<file path="config.mk">
export PLATFORM = sky130hd
export DESIGN_NAME = multichannel_sample_and_hold
export DESIGN_NICKNAME = d
export VERILOG_FILES = /design/src/rtl/sh_pkg.sv /design/src/rtl/sh_channel.sv /design/src/rtl/multichannel_sample_and_hold.sv
export SDC_FILE = /design/constraint.sdc
export NUM_CORES = 1
export LEC_CHECK = 0
export BUFFER_PORTS_ARGS = -buffer_cell sky130_fd_sc_hd__buf_2
export CAP_MARGIN = 15
export CORE_ASPECT_RATIO = 0.9
export CORE_MARGIN = 5
export CORE_UTILIZATION = 46
export DETAILED_ROUTE_END_ITERATION = 8
export PLACE_DENSITY_LB_ADDON = 0.12
export REMOVE_ABC_BUFFERS = 1
export SYNTH_ARGS = -nofsm -noshare
export SYNTH_HDL_FRONTEND = slang
export SYNTH_HIERARCHICAL = 1
export SYNTH_SLANG_ARGS = --single-unit
export TNS_END_PERCENT = 100
</file>
<file path="constraint.sdc">
create_clock -name clk -period 1.42 [get_ports clk]
set_input_delay 0.071 -clock clk [delete_from_list [all_inputs] [get_ports clk]]
set_output_delay 0.071 -clock clk [all_outputs]
set_load 0.02 [all_outputs]
</file>
<file path="src/rtl/sh_pkg.sv">
// Shared types and slew helper for the multichannel sample-and-hold.
// Used by sh_channel and multichannel_sample_and_hold (optional droop: SH_DROOP_EN).
package sh_pkg;

  // Widest sample the slew helper handles; W must stay strictly below this.
  localparam int SH_MAX_W = 32;

  typedef enum logic {
    SH_TRACK = 1'b0,
    SH_HOLD  = 1'b1
  } sh_state_t;

  // Next tracking cap value: jump to the input when within one step, else move
  // one step toward it. The step never overshoots, so no wrap is possible.
  function automatic logic [SH_MAX_W-1:0] sh_slew_next(
    input logic [SH_MAX_W-1:0] cap,
    input logic [SH_MAX_W-1:0] vin,
    input logic [SH_MAX_W-1:0] step
  );
    logic signed [SH_MAX_W:0] d;
    logic        [SH_MAX_W:0] mag;
    d   = $signed({1'b0, vin}) - $signed({1'b0, cap});
    mag = d[SH_MAX_W] ? $unsigned(-d) : $unsigned(d);
    if (step == '0 || mag <= {1'b0, step}) begin
      sh_slew_next = vin;
    end else if (d[SH_MAX_W]) begin
      sh_slew_next = cap - step;
    end else begin
      sh_slew_next = cap + step;
    end
  endfunction

endpackage

</file>
<file path="src/rtl/sh_channel.sv">
// One sample-and-hold channel: TRACK/HOLD FSM, slew-limited cap, optional droop.
// The droop counter exists only when SH_DROOP_EN is defined.
module sh_channel
  import sh_pkg::*;
#(
  parameter int W            = 10,
  parameter int SLEW_STEP    = 0,
  parameter int DROOP_PERIOD = 16
) (
  input  logic         clk,
  input  logic         reset,
  input  logic         strobe,
  input  logic [W-1:0] sample_in,
  input  logic         control,
  output logic [W-1:0] cap_out,
  output sh_state_t    state,
  output logic         settled
);

  sh_state_t             state_q;
  sh_state_t             state_next;
  logic [W-1:0]          cap_q;
  logic [W-1:0]          cap_next;
  logic [W-1:0]          cap_track;
  logic [SH_MAX_W-1:0]   slew_full;
  logic [SH_MAX_W-W-1:0] unused_slew_hi;

  assign slew_full      = sh_slew_next(SH_MAX_W'(cap_q), SH_MAX_W'(sample_in),
                                       SH_MAX_W'(SLEW_STEP));
  assign cap_track      = slew_full[W-1:0];
  assign unused_slew_hi = slew_full[SH_MAX_W-1:W];

  // FSM state register
  always_ff @(posedge clk) begin
    if (reset) begin
      state_q <= SH_TRACK;
    end else begin
      state_q <= state_next;
    end
  end

  // FSM next state: the command only counts on a strobe cycle
  always_comb begin
    state_next = state_q;
    if (strobe) begin
      state_next = control ? SH_HOLD : SH_TRACK;
    end
  end

  // FSM outputs
  always_comb begin
    state   = state_q;
    cap_out = cap_q;
    settled = (state_q == SH_TRACK) && (cap_q == sample_in);
  end

`ifdef SH_DROOP_EN
  localparam int                    DROOP_CW   = $clog2(DROOP_PERIOD) + 1;
  localparam logic [DROOP_CW-1:0]   DROOP_LAST = DROOP_CW'(DROOP_PERIOD - 1);

  logic [DROOP_CW-1:0] droop_cnt;
  logic                droop_tick;

  assign droop_tick = (state_q == SH_HOLD) && (droop_cnt == DROOP_LAST);

  // Counts held cycles; frozen while tracking, restarted on each new hold.
  always_ff @(posedge clk) begin
    if (reset) begin
      droop_cnt <= '0;
    end else if (state_q == SH_TRACK && state_next == SH_HOLD) begin
      droop_cnt <= '0;
    end else if (state_q == SH_HOLD) begin
      droop_cnt <= droop_tick ? '0 : droop_cnt + DROOP_CW'(1);
    end
  end
`else
  localparam int unused_droop_period = DROOP_PERIOD;
`endif

  // Cap update is decided by the state before any transition this cycle.
  always_comb begin
    cap_next = cap_q;
    if (state_q == SH_TRACK) begin
      cap_next = cap_track;
    end
`ifdef SH_DROOP_EN
    if (state_q == SH_HOLD && droop_tick && cap_q != '0) begin
      cap_next = cap_q - W'(1);
    end
`endif
  end

  always_ff @(posedge clk) begin
    if (reset) begin
      cap_q <= '0;
    end else begin
      cap_q <= cap_next;
    end
  end

endmodule

</file>
<file path="src/rtl/multichannel_sample_and_hold.sv">
// N-channel sample-and-hold for the SAR ADC front end, with sys_clk-aligned
// control option. Define SH_DROOP_EN to model held-value droop.
module multichannel_sample_and_hold
  import sh_pkg::*;
#(
  parameter int NCH          = 4,
  parameter int W            = 10,
  parameter int SLEW_STEP    = 0,
  parameter int SYNC_CONTROL = 0,
  parameter int DROOP_PERIOD = 16
) (
  input  logic             clk,
  input  logic             reset,
  input  logic             sys_clk,
  input  logic [NCH*W-1:0] input_voltage_real,
  input  logic [NCH-1:0]   input_control_digital,
  output logic [NCH*W-1:0] output_voltage_real,
  output logic [NCH-1:0]   hold_active,
  output logic [NCH-1:0]   settled
);

  logic      prev_sys_clk;
  logic      sys_rise;
  logic      ctl_strobe;
  sh_state_t ch_state [NCH];

  // sys_clk is treated as data; a held-high level yields a single strobe.
  always_ff @(posedge clk) begin
    if (reset) begin
      prev_sys_clk <= 1'b0;
    end else begin
      prev_sys_clk <= sys_clk;
    end
  end

  assign sys_rise   = sys_clk & ~prev_sys_clk;
  assign ctl_strobe = (SYNC_CONTROL != 0) ? sys_rise : 1'b1;

  for (genvar k = 0; k < NCH; k++) begin : g_ch
    sh_channel #(
      .W            (W),
      .SLEW_STEP    (SLEW_STEP),
      .DROOP_PERIOD (DROOP_PERIOD)
    ) u_ch (
      .clk       (clk),
      .reset     (reset),
      .strobe    (ctl_strobe),
      .sample_in (input_voltage_real[k*W +: W]),
      .control   (input_control_digital[k]),
      .cap_out   (output_voltage_real[k*W +: W]),
      .state     (ch_state[k]),
      .settled   (settled[k])
    );

    assign hold_active[k] = (ch_state[k] == SH_HOLD);
  end

endmodule
</file>
==> flow_summary.toml, run 1 <==
[min_path]
hold_class = "in2reg"

[logic_synthesis]
yosysSeqAreaShare = 0.4425
yosysWarningCount = 6
syn_avg_cell_area_sq_um = 10.10
synth-seq-cells = 44
syn_area_sq_um = 1991
ys_types = 12
syn_inst = 197

[grt]
grt.overflow.total = 0
grt_pass1_vias = 1593
grt_pass1_wl_microns = 6996
grt_max_degree = 45
grt_use_total = 0.1551
antenna_found_initial = 0

[cells_and_area]
layout_common_cells = "buf_2, mux2i_1, nor2_1"
syn_to_final_growth_pct = 34.19
diodes = 0
regArea_sq_um = 887.1
finalInstanceArea_sq_um = 2671
drive_gt1_frac = 0.3854
instances_no_fill = 349
nFillCells = 354
nets = 347
multi_input_area_sq_um = 1086
layout_commonest_cell = "buf_2"

[timing]
finalSetupTns_ns = -0.7744
rsz0062_at_grt = "yes"
layout_setup_ws_ns = -0.2083
setup_viol = 4
finalMaxSlewViolations = 0
finalHoldViolCount = 0
fin_crit_sh = 1.147
worst_clock_skew_ns = 0.001487
min_period_ns = 1.628
clock.fmax_ghz = 0.6142

[setup_path]
crit_arrival_ns = 1.56
required_ns = 1.35
cp-start-kind = "flip-flop"
critPathKind = "reg2out"
critPathCaptureType = "output pin"
critPathMaxFanout = 3

[floorplan]
die_area_sq_um = 5745
core_area_sq_um = 4129
initial_core_util = 0.4821
die_y_microns = 72.41
ios = 95
rows = 22
chipWidth_microns = 79.34

[flow_run]
drv_cap = 0

[place]
gp_congestion = 0.7065
dp.cells = 339
portBuffers = 93
dpl.hpwl_microns = 3234
placed_area_sq_um = 2550
dp_slack_ns = 0.006517

[route]
first_iter_violations = 38
drc = 0
vias_per_cell = 4.742
wirelength_microns = 4294
vias = 1655
first_pass_iters = 4
drtAntennaViolNets = 0
routedWlPerCell_microns = 12.30

[run_status]
violations = "setup timing"
outcome = "finished with violations"

[clock_tree]
cts_root_buf = "clkbuf_8"
cts.sinks = 44
clkLatencyLatePin_ns = 0.29
clk_pin_slew_worst_paths_ns = 0.07
cts_max_level = 2
cts_hold_buf = 0
cts_max_path_buffers = 2
cts_tree = "yes"
cts_inserted_buffers = 5

[pwr]
power_uw = 2765
power_leakage_uw = 0.001234
peakVddDrop_uv = 602.3
power_density_nw_per_um2 = 1035
==> stage by stage <==
stage,hold slack (ns),util
after floorplan,0.1434,-
after global placement,0.3126,0.6176
after detailed placement,0.3195,0.6176
after CTS,0.01785,0.6467
after global routing,0.02017,0.6470
final,0.02202,0.6470
==> state kept, by name (all words and copies together), names as in the netlist <==
signal / count
g_ch.u_ch/cap_out: 40
g_ch.u_ch/state: 4
==> cell type report <==
type                            instances  share of cell area
Multi-Input combinational cell        148              0.4066
Timing Repair Buffer                  101              0.2052
Clock buffer                            8             0.03372
Sequential cell                        44              0.3321
Tap cell                               48             0.02248
==> cells in the mapped netlist (all sizes together) <==
cell    instances  area share
clkbuf          4      0.0075
nor3            4       0.020
conb            1      0.0019
dfxtp          44        0.44
nand3           4       0.010
nand4           4       0.013
xnor2          28        0.12
mux2i          44        0.22
xor2           12       0.053
or4             4       0.015
nor2           44       0.083
buf             4       0.010
==> timing repair <==
action	in CTS	in global routing
setup buffers	2	0
gates cloned	0	0
resized for setup	8	1
pin swaps	6	2
endpoints found under the setup margin	4	4
==> worst max-delay path, cell delays in order (launching register included) <==
cell and delay, ns:
dfxtp_2 0.33, xor2_1 0.13, or4_1 0.51, nor3_2 0.13
buf_4 0.16
==> path summary, 6_finish.rpt <==
path | startpoint | endpoint | slack (ns) | cells past startpoint
worst min register to register | g_ch[2].u_ch/cap_out[5] | g_ch[2].u_ch/cap_out[5] | 0.52 | 2
worst max-delay path | g_ch[2].u_ch/cap_out[5] | settled[2] | -0.21 | 4
worst max register to register | g_ch[3].u_ch/state | g_ch[3].u_ch/cap_out[5] | 0.44 | 3
worst min-delay path | input_control_digital[0] | g_ch[0].u_ch/state | 0.02 | 3
==> layer usage <==
metal,up-vias,global-route usage,wire (microns)
li1,859,-,-
met1,735,0.1751,1867
met2,54,0.2626,1976
met3,7,0.06079,380
met4,0,0.06298,70
met5,-,0,0
==> cell families (layout without fill, tap and decap cells) <==
logic type	count (synthesis)	after routing	share of synthesized area
multiplexers	44	44	0.2212
other	1	4	0.001884
XOR/XNOR	40	40	0.1760
AND/OR/NAND/NOR	60	60	0.1408
buffers and inverters	8	109	0.01760
flip-flops	44	44	0.4425
==> report_power, final <==
part	internal, uW	total, uW	leakage (uW)	switching (uW)
Clock	397	786	0.0000455	390
Sequential	1320	1380	0.000367	65.5
Combinational	277	595	0.000821	318
Note: power is estimated with default switching activity, not from simulation.
==> inputs of run 2 (changes only) <==
--- a/config.mk
+++ b/config.mk
@@ -11,7 +11,7 @@
 export CORE_MARGIN = 5
 export CORE_UTILIZATION = 46
 export DETAILED_ROUTE_END_ITERATION = 8
-export PLACE_DENSITY_LB_ADDON = 0.12
+export PLACE_DENSITY = 0.8
 export REMOVE_ABC_BUFFERS = 1
 export SYNTH_ARGS = -nofsm -noshare
 export SYNTH_HDL_FRONTEND = slang
==> run 2 against run 1 <==
- the run still ends with setup timing left
- setup slack improved by 0.0098 ns
- utilization fell by 0.33 points
- clock skew is 0.0028 ns higher
- critical path type unchanged
==> flow_summary.toml, run 2 (synthesis results as in run 1) <==
[pwr]
power_density_nw_per_um2 = 1040
peakVddDrop_uv = 758.2
power_leakage_uw = 0.001224

[cells_and_area]
largest_reg_flops = 40
diodes = 0
drive_gt1_frac = 0.3867
layout_commonest_cell = "buf_2"
nets = 346
syn_to_final_growth_pct = 33.50
layout_common_cells = "buf_2, mux2i_1, nor2_1"
instances_no_fill = 348

[timing]
finalHoldViolCount = 0
min_period_ns = 1.618
rsz0062_at_grt = "yes"
fin_crit_sh = 1.140
layout_setup_ws_ns = -0.1985
hold_ws_ns = 0.03313
finalMaxSlewViolations = 0
setup_viol = 4
clock.fmax_ghz = 0.6179
worst_clock_skew_ns = 0.004279

[setup_path]
critPathMaxFanout = 3
critPathKind = "reg2out"
endpoint = "settled[1]"
worstRegToRegCells = 3
r2r_start = "g_ch[0].u_ch/state"
ff2ff_setup_slack_ns = 0.46
critPathCaptureType = "output pin"
required_ns = 1.35
critPathLaunch = "g_ch[1].u_ch/cap_out[5]"
r2r_end = "g_ch[0].u_ch/cap_out[3]"
crit_arrival_ns = 1.55
cp-start-kind = "flip-flop"

[place]
dp.cells = 340
dp_slack_ns = 0.004750
gp_congestion = 0.6875
dpl.hpwl_microns = 3444
portBuffers = 93

[floorplan]
ios = 95
chipWidth_microns = 79.34
rows = 22
die_area_sq_um = 5745
core_area_sq_um = 4129
die_y_microns = 72.41
initial_core_util = 0.4821

[route]
drtAntennaViolNets = 0
routedWlPerCell_microns = 12.52
first_pass_iters = 4
drc = 0
vias_per_cell = 4.782
wirelength_microns = 4356
vias = 1664
first_iter_violations = 60

[clock_tree]
cts_inserted_buffers = 5
cts_tree = "yes"
cts_max_level = 2
clk_pin_slew_worst_paths_ns = 0.08
clkLatencyLatePin_ns = 0.28
post_cts_buffers = 0
cts_max_path_buffers = 2
cts_hold_buf = 0
cts.sinks = 44
cts_root_buf = "clkbuf_8"

[grt]
grt_max_degree = 21
grt.overflow.total = 0
grt_pass1_vias = 1664
grt_pass1_wl_microns = 7169
grt_use_total = 0.1555
antenna_found_initial = 0

[run_status]
violations = "setup timing"
outcome = "finished with violations"

[min_path]
hold_class = "in2reg"

[flow_run]
drv_cap = 0
## run 2: changes by cell type in the layout (fill, tap and decap cells not counted)
cell | previous run | this run
buf_12 | 1 | 0
clkinvlp_4 | 0 | 1
dfxtp_1 | 39 | 40
or4_1 | 4 | 3
or4_4 | 0 | 1
clkbuf_1 | 2 | 1
dfxtp_2 | 5 | 4
## run 2: timing repair
action	CTS	global route
resized for setup	8	1
pin swaps	4	0
endpoints found under the setup margin	4	4
gates cloned	0	0
## run 2: critical path, stage by stage, from the launching register on
cell and delay [ns]:
dfxtp_2 0.33, xor2_1 0.14, or4_4 0.51, nor3_2 0.12, buf_4 0.16
## run 2: layer usage
layer,wire length (microns),track usage
met5,0,0
met4,13,0.03435
met3,306,0.05087
met2,2100,0.2720
met1,1936,0.1864
## run 2: report_power, final
group          internal (uW)  switching (uW)
clock                    395             390
sequential              1320            66.5
combinational            272             321
## run 2: worst min path at each step
stage,start,end,slack (ns),cells past startpoint
floorplan,reset,g_ch[0].u_ch/cap_out[0],0.14,1
detailed placement,input_control_digital[0],g_ch[0].u_ch/state,0.33,3
CTS,input_control_digital[0],g_ch[0].u_ch/state,0.03,3
finish,input_control_digital[0],g_ch[0].u_ch/state,0.03,3
global route,input_voltage_real[9],g_ch[0].u_ch/cap_out[9],0.04,3
global placement,input_control_digital[0],g_ch[0].u_ch/state,0.32,3
## run 2: final cells by class
type | count | area [sq um]
Clock buffer | 7 | 86.33
Tap cell | 48 | 60.06
Clock inverter | 1 | 7.507
Fill cell | 358 | 1471
Sequential cell | 44 | 885.9
Multi-Input combinational cell | 148 | 1090
Timing Repair Buffer | 100 | 528.0
## run 2: per-stage QoR
step	total power, uW	utilization	cell area (sq um)	setup TNS, ns
finish	2763	0.6436	2658	-0.7505
global route	2936	0.6436	2658	-1.073
CTS	2806	0.6427	2654	-0.8571
detailed placement	2007	0.6164	2545	0
global placement	1991	0.6164	2545	0
floorplan	1762	-	1967	-0.5256
